$ cat src/rtl/seven_segment_scan_controller.sv
// Multiplexed 4-digit hex scanner for a common-anode seven-segment display.
// Values are double-buffered and swapped in only at frame boundaries to avoid tearing.
module seven_segment_scan_controller #(
    parameter int unsigned DIV_COUNT   = 50000,
    parameter int unsigned DIV_WIDTH   = 16,
    parameter int unsigned DEAD_CYCLES = 2
) (
    input  logic        clk_i,
    input  logic        rst_ni,
    input  logic        enable_i,
    input  logic        load_i,
    input  logic [15:0] value_i,
    input  logic        lz_blank_i,
    output logic [3:0]  nibble_o,
    output logic [3:0]  digit_sel_o,
    output logic        blank_o,
    output logic        frame_done_o
);

    logic [DIV_WIDTH-1:0] div_cnt_q, div_cnt_d;
    logic [DIV_WIDTH-1:0] dead_cnt_q, dead_cnt_d;
    logic [1:0]           digit_idx_q, digit_idx_d;
    logic [15:0]          pending_q, pending_d;
    logic                 pending_valid_q, pending_valid_d;
    logic [15:0]          active_q, active_d;
    logic [3:0]           nibble_q, nibble_d;
    logic [3:0]           digit_sel_q, digit_sel_d;
    logic                 blank_q, blank_d;
    logic                 frame_done_q, frame_done_d;

    logic tick;
    logic frame_end;
    logic lead_zero;
    logic lit;

    assign tick      = enable_i && (div_cnt_q == DIV_WIDTH'(DIV_COUNT - 1));
    assign frame_end = tick && (digit_idx_q == 2'd3);

    // Digit 0 is never suppressed so an all-zero value still shows "0".
    always_comb begin
        lead_zero = 1'b0;
        unique case (digit_idx_q)
            2'd0: lead_zero = 1'b0;
            2'd1: lead_zero = (active_q[15:4] == 12'h000);
            2'd2: lead_zero = (active_q[15:8] == 8'h00);
            2'd3: lead_zero = (active_q[15:12] == 4'h0);
            default: lead_zero = 1'b0;
        endcase
    end

    always_comb begin
        div_cnt_d   = div_cnt_q;
        dead_cnt_d  = dead_cnt_q;
        digit_idx_d = digit_idx_q;
        if (enable_i) begin
            if (tick) begin
                div_cnt_d   = '0;
                digit_idx_d = digit_idx_q + 2'd1;
                dead_cnt_d  = DIV_WIDTH'(DEAD_CYCLES);
            end else begin
                div_cnt_d = div_cnt_q + 1'b1;
                if (dead_cnt_q != '0) begin
                    dead_cnt_d = dead_cnt_q - 1'b1;
                end
            end
        end
    end

    // A load landing on the frame boundary bypasses the pending buffer.
    always_comb begin
        pending_d       = pending_q;
        pending_valid_d = pending_valid_q;
        active_d        = active_q;
        if (frame_end) begin
            if (load_i) begin
                active_d = value_i;
            end else if (pending_valid_q) begin
                active_d = pending_q;
            end
            pending_valid_d = 1'b0;
        end else if (load_i) begin
            pending_d       = value_i;
            pending_valid_d = 1'b1;
        end
    end

    always_comb begin
        lit          = enable_i && (dead_cnt_q == '0) && !(lz_blank_i && lead_zero);
        nibble_d     = active_q[{digit_idx_q, 2'b00} +: 4];
        digit_sel_d  = lit ? ~(4'b0001 << digit_idx_q) : 4'b1111;
        blank_d      = !lit;
        frame_done_d = frame_end;
    end

    always_ff @(posedge clk_i or negedge rst_ni) begin
        if (!rst_ni) begin
            div_cnt_q       <= '0;
            dead_cnt_q      <= '0;
            digit_idx_q     <= 2'd0;
            pending_q       <= 16'h0000;
            pending_valid_q <= 1'b0;
            active_q        <= 16'h0000;
            nibble_q        <= 4'h0;
            digit_sel_q     <= 4'b1111;
            blank_q         <= 1'b1;
            frame_done_q    <= 1'b0;
        end else begin
            div_cnt_q       <= div_cnt_d;
            dead_cnt_q      <= dead_cnt_d;
            digit_idx_q     <= digit_idx_d;
            pending_q       <= pending_d;
            pending_valid_q <= pending_valid_d;
            active_q        <= active_d;
            nibble_q        <= nibble_d;
            digit_sel_q     <= digit_sel_d;
            blank_q         <= blank_d;
            frame_done_q    <= frame_done_d;
        end
    end

    assign nibble_o     = nibble_q;
    assign digit_sel_o  = digit_sel_q;
    assign blank_o      = blank_q;
    assign frame_done_o = frame_done_q;

endmodule

$ cat config.mk
export PLATFORM = sky130hd
export DESIGN_NAME = seven_segment_scan_controller
export DESIGN_NICKNAME = d
export VERILOG_FILES = /design/src/rtl/seven_segment_scan_controller.sv
export SDC_FILE = /design/constraint.sdc
export NUM_CORES = 1
export LEC_CHECK = 0
export CORE_MARGIN = 4
export CORE_UTILIZATION = 50
export DETAILED_ROUTE_END_ITERATION = 10
export GPL_ROUTABILITY_DRIVEN = 0
export PLACE_DENSITY = 0.7
export SYNTH_ARGS = -nofsm -noshare
export SYNTH_HDL_FRONTEND = slang
export SYNTH_SLANG_ARGS = --single-unit
$ cat constraint.sdc
create_clock -name clk_i -period 2 [get_ports clk_i]
set_clock_uncertainty 0.2 [all_clocks]
set_input_delay 0.6 -clock clk_i [delete_from_list [all_inputs] [get_ports clk_i]]
set_output_delay 0.6 -clock clk_i [all_outputs]
set_load 0.01 [all_outputs]
# Yosys cells after proc, flatten, opt, wreduce, memory -nomap -nowiden

Index checks and enable logic that the tools add are counted.

Word-level logic and storage cells: 50
Register bits after elaboration: 77
Input port bits: 21

Shift-type cells: 2
Eq/ne operators: 4
$add $sub $neg: 3
Multiplexer cells: 9
Reduce and logical (&&, ||, !) cells: 20
Bitwise logic cells: 2

Operators with widths:

| cell                                                                   | count |
|---|---|
| 16-bit two-way mux                                                     | 5 |
| 16-bit by 1-bit adder with 16-bit output (second input constant)       | 1 |
| 16-bit equality test (second input constant)                           | 1 |
| 16-bit logical NOT                                                     | 1 |
| 16-bit nonzero test                                                    | 1 |
| 16-bit by 5-bit indexed part select with 4-bit output                  | 1 |
| 16-bit by 1-bit subtractor with 16-bit output (second input constant)  | 1 |
| 12-bit logical NOT                                                     | 1 |
| 8-bit logical NOT                                                      | 1 |
| 2-bit AND reduction                                                    | 4 |
| 2-bit nonzero test                                                     | 3 |
| 1-bit logical AND                                                      | 5 |
| 2-bit equality test (second input constant)                            | 2 |
| 4-bit logical NOT                                                      | 1 |
| 4-bit two-way mux                                                      | 1 |
| 4-bit NOT                                                              | 1 |
| 1-bit case mux with 4 select lines                                     | 1 |
| 1-bit by 2-bit left shift with 4-bit output (first input constant)     | 1 |
| 2-bit by 1-bit adder with 2-bit output (second input constant)         | 1 |
| 2-bit by 1-bit equality test with 1-bit output (second input constant) | 1 |
| 1-bit logical NOT                                                      | 2 |
| 2-bit logical NOT                                                      | 1 |
| 1-bit two-way mux                                                      | 2 |
| 1-bit NOT                                                              | 1 |

# Longest topological paths before layout

Gate-level depths: netlist of the first run.

Word-level depth: 6
Gate-level depth with buffers: 8
Depth with buffers taken out: 6

# Worst setup path before layout of the first run

Ideal clock, no wire load.

Path kind: input to register
From: input enable_i
To: register pending_q[10]
Cell stages on the path: 6
Arrival: 1.971 ns
Buffers on the path: 2
Path slack: -0.296 ns
Library setup time: 0.125 ns
Data required time: 1.675 ns
Path through: and4_1 clkbuf_1 nand4_1 o21ai_2 buf_4 mux2_2

Cells in the longest elaborated chain, start to end: 4

RTL lines:

| element                              | RTL line | RTL |
|---|---|---|
| start, declared                      | 10       | `input logic enable_i,` |
| 1-bit logical AND                    | 36       | `assign tick = enable_i && (div_cnt_q == DIV_WIDTH'(DIV_COUNT - 1));` |
| 1-bit logical AND                    | 37       | `assign frame_end = tick && (digit_idx_q == 2'd3);` |
| 1-bit NOT (no source line)           | -        |  |
| 2-bit AND reduction (no source line) | -        |  |
| end signal, assigned                 | 111      | `pending_q <= pending_d;` |
| end, declared                        | 23       | `logic [15:0] pending_q, pending_d;` |

Every way passes these cells.
A chain may end at the register's enable or synchronous reset.

# Final worst setup path of the first run

From: register div_cnt_q[7]
To: register pending_q[11]

Cells in the longest elaborated chain, start to end: 5

RTL lines:

| element                              | RTL line | RTL |
|---|---|---|
| start, declared                      | 20       | `logic [DIV_WIDTH-1:0] div_cnt_q, div_cnt_d;` |
| start signal, assigned               | 108      | `div_cnt_q <= div_cnt_d;` |
| 16-bit equality test                 | 36       |  |
| 1-bit logical AND                    | 36       |  |
| 1-bit logical AND                    | 37       |  |
| 1-bit NOT (no source line)           | -        |  |
| 2-bit AND reduction (no source line) | -        |  |

Every way passes these cells.

==> flow_summary.ini, run 1 <==
[cts]
cts.root.buffer_cell = clkbuf_8
tritoncts = yes
cts_buffer_depth = 2
cts_max_level = 3
clock_latency_ps = 360
clk_pin_slew_ps = 90
cts_buffers = 9
clock_sinks = 77
ctsHoldBuffers = 0

[die]
ioPinCount = 31
core_um2 = 7330
fp-row-count = 31
dieArea_um2 = 9090
start_util = 0.520
fp.dieH_um = 95.4
die_x_um = 95.4

[setup_path]
crit_arrival_ps = 2210
path_cells = nor4b_4, buf_4, nand4_1, o21ai_4, buf_8, mux2_4
critical_path_class = flop to flop
critPathSlowestCell = dfrtp_1
required_ps = 2050
worst_setup_path_start_kind = flop
crit_fanout = 8
worstSetupEndpointType = flop
slowest_delay_ps = 410

[grt]
grt_max_degree = 34
grt_pass1_vias = 3125
antenna_found_initial = 0
grt.total_usage = 0.215
grt-ovfl-total = 0
grt_pass1_wl_mm = 14.9

[finish]
area_growth_pct = 40.8
nets = 472
drive_gt1_frac = 0.406
final_util = 0.733
stdcell_area_um2 = 5370
layout_commonest_cell = buf_4
final_cell_mix = 74 x buf_4, 72 x dfrtp_1, 24 x a21oi_1
diodes = 0

[pwr]
p_leak_nw = 2.49
power.density_nw_per_um2 = 895
vdd_drop_max_mv = 0.438

[placement]
place_hpwl_mm = 6.12
io_buffers = 30
place_area_um2 = 4800
post-place-ws_ps = -622

[drt]
drc_errors = 0
firstDrtPassIters = 5
top_layer = met4
final_antenna_net_count = 0
via_per_inst = 5.61
routedWlPerCell_um = 16.9
num_vias = 3066
drt_iter0_markers = 157
wl_met1_mm = 4.25
drt-total-wl_mm = 9.23
wl_met3_um = 306
met2_length_mm = 4.58

[timing]
rsz0062_at_grt = yes
hold_ws_ps = -9.22
timing.fmax_ghz = 0.463
max_slew_margin = 0.696
finalCritPeriodShare = 1.08
tightest_slew_ps = 456
layout_min_cycle_time_ps = 2160
finalHoldViolations = 22
slew_viol_final = 0
setup_viol = 34
setup_ws_ps = -161

[yosys]
synth_edf_count = 0
yosys_warnings = 0
ys_ff_latch = 77
syn-num-nets = 365
netlist_instances = 336
synth.yosys.seq_area_share = 0.507
synth.distinct_cells = 56
async_flop_share = 1.00
synth_top_area_cell = dfrtp_1
synth.area.top_cells = dfrtp_1 47%, mux2_2 5.3%, a21oi_1 3.7%
syn_area_per_cell_um2 = 11.4
yosys.area.top_type_share = 0.472
ys.flop_type = dfrtp_1
syn_area_um2 = 3810

[run]
cap_violations = 0

[outcome]
violations = negative hold slack, negative setup slack
status = finished, violations left

[min_path]
holdCritPathClass = input pin to asynchronous set/reset pin
[metal layers]
layer / vias to the layer above / global-route usage
met5: - / 0
met4: 0 / 0.0709
met3: 11 / 0.0379
met2: 48 / 0.347
met1: 1534 / 0.294
li1: 1473 / -
[repair_timing]
item                                    CTS  global route
gates cloned                              1             1
resized for setup                        35            41
pin swaps                                 5            13
endpoints found under the setup margin   58            49
buffers inserted                          4             9
[logic make-up (layout without fill, tap and decap cells)]
kind of cell             count (synthesis)  after routing  synth area share
AO/OA/AOI/OAI                           78             78             0.144
XOR/XNOR                                11             11            0.0253
adder cells (fa/ha/maj)                  8              8            0.0262
buffers and inverters                   28            140            0.0315
flip-flops                              77             77             0.507
multiplexers                            24             24            0.0820
AND/OR/NAND/NOR                        110            110             0.184
[state kept, by name (all words and copies together), names as in the netlist]
name	flops
nibble_o	4
active_q	16
frame_done_o	1
digit_sel_o	4
dead_cnt_q	16
blank_o	1
pending_q	16
div_cnt_q	16
pending_valid_q	1
digit_idx_q	2
[through the flow]
step	cells	setup TNS, ps	total power [mW]
floorplan	336	-3820	2.73
global placement	518	-30130	3.32
detailed placement	518	-32400	3.37
CTS	539	-4790	4.65
global route	547	-8570	5.09
finish	547	-4230	4.81
[where the power goes]
group          leakage, nW  total [mW]  internal (mW)  switching [mW]
sequential           0.974        1.97           1.79           0.180
clock                0.106        1.23          0.596           0.633
combinational         1.41        1.61          0.856           0.753
total                 2.49        4.81           3.24            1.57
[cell type report]
| cell class | count | area (um^2) |
|---|---|---|
| Sequential cell | 77 | 1930 |
| Tap cell | 99 | 124 |
| Inverter | 9 | 33.8 |
| Clock buffer | 9 | 124 |
| Clock inverter | 7 | 81.3 |
| Timing Repair Buffer | 115 | 1020 |
| Fill cell | 497 | 1960 |
| Multi-Input combinational cell | 231 | 2060 |
[Yosys cell counts, types with 2 or more instances]
cell        n
inv_1       9
and3_1      3
clkbuf_1   14
o2bb2ai_1  14
o21ai_0     7
or2_2       2
a21oi_1    28
nor4bb_1    2
nand4_1     6
or3_1       3
or4_1       4
mux2_2     18
o221a_2     2
nand3_1    11
dfrtp_1    72
nand2b_1    3
or4_2       2
nand2_1    18
buf_2       3
xnor2_1     5
mux2i_1     2
o211ai_1    3
a41oi_1     2
nor4_1      6
nor4_4      2
o41ai_1     2
mux4_2      4
and3b_1    14
nor3_1      2
xor2_1      6
and4_1      4
a21o_1      3
nor2_1     17
o31ai_1     9
ha_1        8
nor2b_1     2
dfstp_2     5
[worst max-delay path: cells and delay by family (launching register included)]
| kind | cells | cell delay, ps |
|---|---|---|
| muxes | 1 | 310 |
| AOI/OAI and AO/OA | 1 | 270 |
| buffers and inverters | 2 | 350 |
| and+or+nand+nor | 2 | 500 |
| DFF | 1 | 410 |
[final timing paths]
path                       cells after the start           from  slack, ps       endpoint
min in group clk_i                             1  pending_q[15]        310  pending_q[15]
max reg2reg                                    6   div_cnt_q[7]       -160  pending_q[11]
min reg2reg                                    1  pending_q[15]        310  pending_q[15]
max in group asynchronous                      2         rst_ni       1070   div_cnt_q[4]
max                                            6   div_cnt_q[7]       -160  pending_q[11]
min                                            1         rst_ni         -9   div_cnt_q[7]
(Power assumes the default switching activity.)
==> run 2: changes to the inputs <==
Settings changed: SKIP_LAST_GASP from default to 1, TNS_END_PERCENT from default to 100.
==> run 2 against run 1 <==
  * The run still ends with negative hold slack, negative setup slack left
  * Combinational power hardly changed
  * Worst setup slack hardly changed
  * Clock power about the same
  * Critical path depth is the same
  * Global-route usage unchanged
  * Power barely moved
  * Wire length fell by 0.23%
  * Core utilization hardly changed
==> flow_summary.ini, run 2 (synthesis results as in run 1) <==
[drt]
drt-total-wl_mm = 9.21
routedWlPerCell_um = 16.8
drc_errors = 0
drt_iter0_markers = 157
firstDrtPassIters = 4
final_antenna_net_count = 0
via_per_inst = 5.61
num_vias = 3066

[setup_path]
worstSetupEndpointType = flop
slowest_delay_ps = 410
critPathSlowestCell = dfrtp_1
worst_setup_path_start_kind = flop
crit_fanout = 8
r2r_start = div_cnt_q[7]
rrSetupSlack_ps = -160
path_cells = nor4b_4, buf_4, nand4_1, o21ai_4, buf_8, mux2_4
required_ps = 2050
r2r_cells = 6
r2r-end = pending_q[11]
crit_arrival_ps = 2210
critical_path_class = flop to flop

[timing]
max_slew_margin = 0.698
finalCritPeriodShare = 1.08
setup_ws_ps = -161
finalHoldViolations = 23
layout_min_cycle_time_ps = 2160
setup-tns-final_ps = -4230
timing.fmax_ghz = 0.463
slew_viol_final = 0
setup_viol = 34
hold_ws_ps = -10.3
tightest_slew_ps = 453
rsz0062_at_grt = yes

[run]
cap_violations = 0

[cts]
clock_latency_ps = 360
cts_max_level = 3
cts_buffers = 9
clock_sinks = 77
ctsHoldBuffers = 0
cts_buffer_depth = 2
cts.root.buffer_cell = clkbuf_8
tritoncts = yes
clk_pin_slew_ps = 90

[outcome]
status = finished, violations left
violations = negative hold slack, negative setup slack

[finish]
drive_gt1_frac = 0.404
area_growth_pct = 40.8
multi_input_area_um2 = 2060
nFillCells = 498
nets = 472
layout_commonest_cell = buf_4
final_util = 0.733
regArea_um2 = 1930
diodes = 0
final_cell_mix = 74 x buf_4, 72 x dfrtp_1, 24 x a21oi_1

[grt]
grt_pass1_wl_mm = 14.9
grt_max_degree = 34
grt_pass1_vias = 3125
grt.total_usage = 0.215
antenna_found_initial = 0
grt-ovfl-total = 0

[die]
core_um2 = 7330
dieArea_um2 = 9090
start_util = 0.520
ioPinCount = 31
die_x_um = 95.4
fp-row-count = 31
fp.dieH_um = 95.4

[min_path]
holdCritPathClass = input pin to asynchronous set/reset pin

[pwr]
power.density_nw_per_um2 = 894
finalPower_mw = 4.80
vdd_drop_max_mv = 0.438
p_leak_nw = 2.49

[placement]
io_buffers = 30
post-place-ws_ps = -622
place_hpwl_mm = 6.12
==> run 2: cell types whose count changed in the layout (fill, tap and decap cells not counted) <==
cell | before | now
nand2_2 | 1 | 0
nand2_1 | 16 | 17
==> run 2: stage by stage <==
| step | area [um^2] | cells |
|---|---|---|
| 2_1_floorplan | 3900 | 336 |
| 3_3_place_gp | 4800 | 518 |
| 3_5_place_dp | 4800 | 518 |
| 4_1_cts | 5150 | 539 |
| 5_1_grt | 5370 | 547 |
| 6_report | 5370 | 547 |
==> run 2: repair_timing <==
| action | CTS | global route |
|---|---|---|
| gates cloned | 1 | 1 |
| endpoints found under the setup margin | 58 | 49 |
| setup buffers | 4 | 9 |
| resized for setup | 35 | 40 |
| pin swaps | 5 | 13 |
==> run 2: layout make-up <==
type / count / share of cell area
flip-flops and latches: 77 / 0.360
clock buffers: 9 / 0.0231
clock inverters: 7 / 0.0151
inverters: 9 / 0.00629
multi-input cells: 231 / 0.383
well taps: 99 / 0.0231
repair buffers: 115 / 0.189
==> run 2: worst max-delay path by stage <==
stage / depth (start not counted) / slack, ps / endpoint / from
after CTS: 7 / -210 / pending_q[11] / div_cnt_q[10]
after global routing: 6 / -290 / pending_q[14] / div_cnt_q[7]
after floorplan: 6 / -190 / pending_q[10] / enable_i
after global placement: 6 / -570 / pending_q[14] / enable_i
after detailed placement: 6 / -620 / pending_q[4] / enable_i
final: 6 / -160 / pending_q[11] / div_cnt_q[7]
==> run 2: worst max-delay path: cells and delay by family, from the launching register on <==
family / cells / cell delay, ps
multiplexers: 1 / 310
flip-flops: 1 / 410
AO/OA/AOI/OAI: 1 / 270
AND/OR/NAND/NOR: 2 / 500
buffers and inverters: 2 / 350
==> run 2: per-layer routing <==
layer,GRT usage,wire length (um),vias up
li1,-,-,1472
met1,0.294,4240,1537
met2,0.347,4560,44
met3,0.0379,285,13
met4,0.0709,127,0
met5,0,0,-
==> run 2: power breakdown <==
part | internal [mW] | switching, mW
Combinational | 0.855 | 0.751
Clock | 0.596 | 0.632
Sequential | 1.79 | 0.179
==> run 3: changes to the inputs <==
Settings changed: PLACE_DENSITY 0.7 to 0.69.
==> run 3 against run 2 <==
  * The run ends with negative setup slack left
  * Clock power is essentially flat
  * Worst hold slack improved by 320 ps
  * Via count barely moved
  * Combinational power about the same
  * Maximum frequency increased by 1.3%
  * Register-to-register slack improved by 30 ps
==> flow_summary.ini, run 3 (synthesis results as in run 1) <==
[outcome]
status = finished, violations left
violations = negative setup slack

[drt]
via_per_inst = 5.64
drc_errors = 0
final_antenna_net_count = 0
num_vias = 3064
drt-total-wl_mm = 9.19
firstDrtPassIters = 4
drt_iter0_markers = 130
routedWlPerCell_um = 16.9

[setup_path]
crit_arrival_ps = 2170
required_ps = 2040
rrSetupSlack_ps = -130
crit_fanout = 7
r2r_cells = 6
r2r-end = active_q[0]
worst_setup_path_start_kind = flop
worstSetupEndpointType = flop
critical_path_class = flop to flop
r2r_start = div_cnt_q[10]

[pwr]
power.density_nw_per_um2 = 899
p_leak_nw = 2.46
finalPower_mw = 4.79
vdd_drop_max_mv = 0.465

[die]
start_util = 0.520
fp-row-count = 31
die_x_um = 95.4
core_um2 = 7330
ioPinCount = 31
fp.dieH_um = 95.4
dieArea_um2 = 9090

[placement]
place_hpwl_mm = 6.06
io_buffers = 30
place_area_um2 = 4800
dp.cells = 516

[finish]
nets = 468
diodes = 0
instances_no_fill = 543
nFillCells = 505
drive_gt1_frac = 0.376
regArea_um2 = 1930
final_util = 0.727
layout_commonest_cell = dfrtp_1
stdcell_area_um2 = 5330
final_cell_mix = 72 x dfrtp_1, 71 x buf_4, 26 x a21oi_1
area_growth_pct = 39.7
multi_input_area_um2 = 2030

[timing]
rsz0062_at_grt = yes
tightest_slew_ps = 405
timing.fmax_ghz = 0.469
slew_viol_final = 0
setup_ws_ps = -132
layout_min_cycle_time_ps = 2130
finalCritPeriodShare = 1.07
max_slew_margin = 0.728
setup_viol = 39
finalHoldViolations = 0
setup-tns-final_ps = -3380

[run]
cap_violations = 0

[cts]
clock_sinks = 77
cts.root.buffer_cell = clkbuf_8
clock_latency_ps = 360
clk_pin_slew_ps = 80
tritoncts = yes
cts_buffer_depth = 2
cts_buffers = 9
cts_max_level = 3

[grt]
grt_pass1_wl_mm = 15.1
antenna_found_initial = 0
grt_pass1_vias = 3063
grt_busiest_layer = met2
grt.met3_usage = 0.0316
grt-ovfl-total = 0
met1_usage = 0.312
grt_max_degree = 47
use_met2 = 0.332
grt.total_usage = 0.216

[min_path]
hold_end = div_cnt_q[2]
hold_start = div_cnt_q[2]
hold_path_depth = 1
holdCritPathClass = flop to flop
## run 3: changes by cell type in the layout (fill, tap and decap cells not counted), sizes merged
| cell | change |
|---|---|
| buf | -5 |
| clkbuf | +2 |
| clkinv | -2 |
| clkinvlp | +2 |
| dlygate4sd3 | +1 |
| inv | -2 |
## run 3: final cells by class
type / instances / area share
clock buffers: 11 / 0.0265
clock inverters: 5 / 0.0110
repair buffers: 111 / 0.189
flip-flops and latches: 77 / 0.363
inverters: 9 / 0.00634
multi-input cells: 231 / 0.381
well taps: 99 / 0.0232
## run 3: how the worst max path moves through the flow
stage / cells after the start / startpoint / endpoint / slack, ps
after CTS: 7 / div_cnt_q[7] / pending_q[0] / -170
after detailed placement: 6 / enable_i / pending_q[0] / -620
after global routing: 6 / div_cnt_q[10] / active_q[0] / -250
after floorplan: 6 / enable_i / pending_q[10] / -190
final: 6 / div_cnt_q[10] / active_q[0] / -130
after global placement: 6 / enable_i / pending_q[14] / -570
## run 3: timing repair
item	in CTS	in global routing
pin swaps	10	11
buffers inserted	6	3
setup endpoints to repair	61	52
resized for setup	37	25
endpoints found under the hold margin	3	0
gates cloned	2	0
hold buffers	1	0
## run 3: worst max-delay path, stage by stage, from the launching register on
cell       delay (ps)
dfrtp_1           390
nor4b_2           280
buf_4             160
nand4_1           190
or3_4             500
buf_12            170
o2bb2ai_4         120
## run 3: per-layer routing
| layer | share of wire | wire length (um) |
|---|---|---|
| met1 | 0.47 | 4320 |
| met2 | 0.48 | 4420 |
| met5 | 0 | 0 |
| met4 | 0.012 | 114 |
| met3 | 0.037 | 337 |
## run 3: stage by stage
stage | setup WS (ps) | hold slack (ps)
final | -132 | 306
after global routing | -248 | 321
after CTS | -174 | 307
after detailed placement | -622 | 212
after global placement | -571 | 210
after floorplan | -192 | 104
## run 3: power by group
part           switching, mW  leakage (nW)  internal, mW  total, mW
sequential             0.178         0.974          1.79       1.97
combinational          0.768          1.39         0.841       1.61
clock                  0.599        0.0959         0.613       1.21
total                   1.54          2.46          3.24       4.79
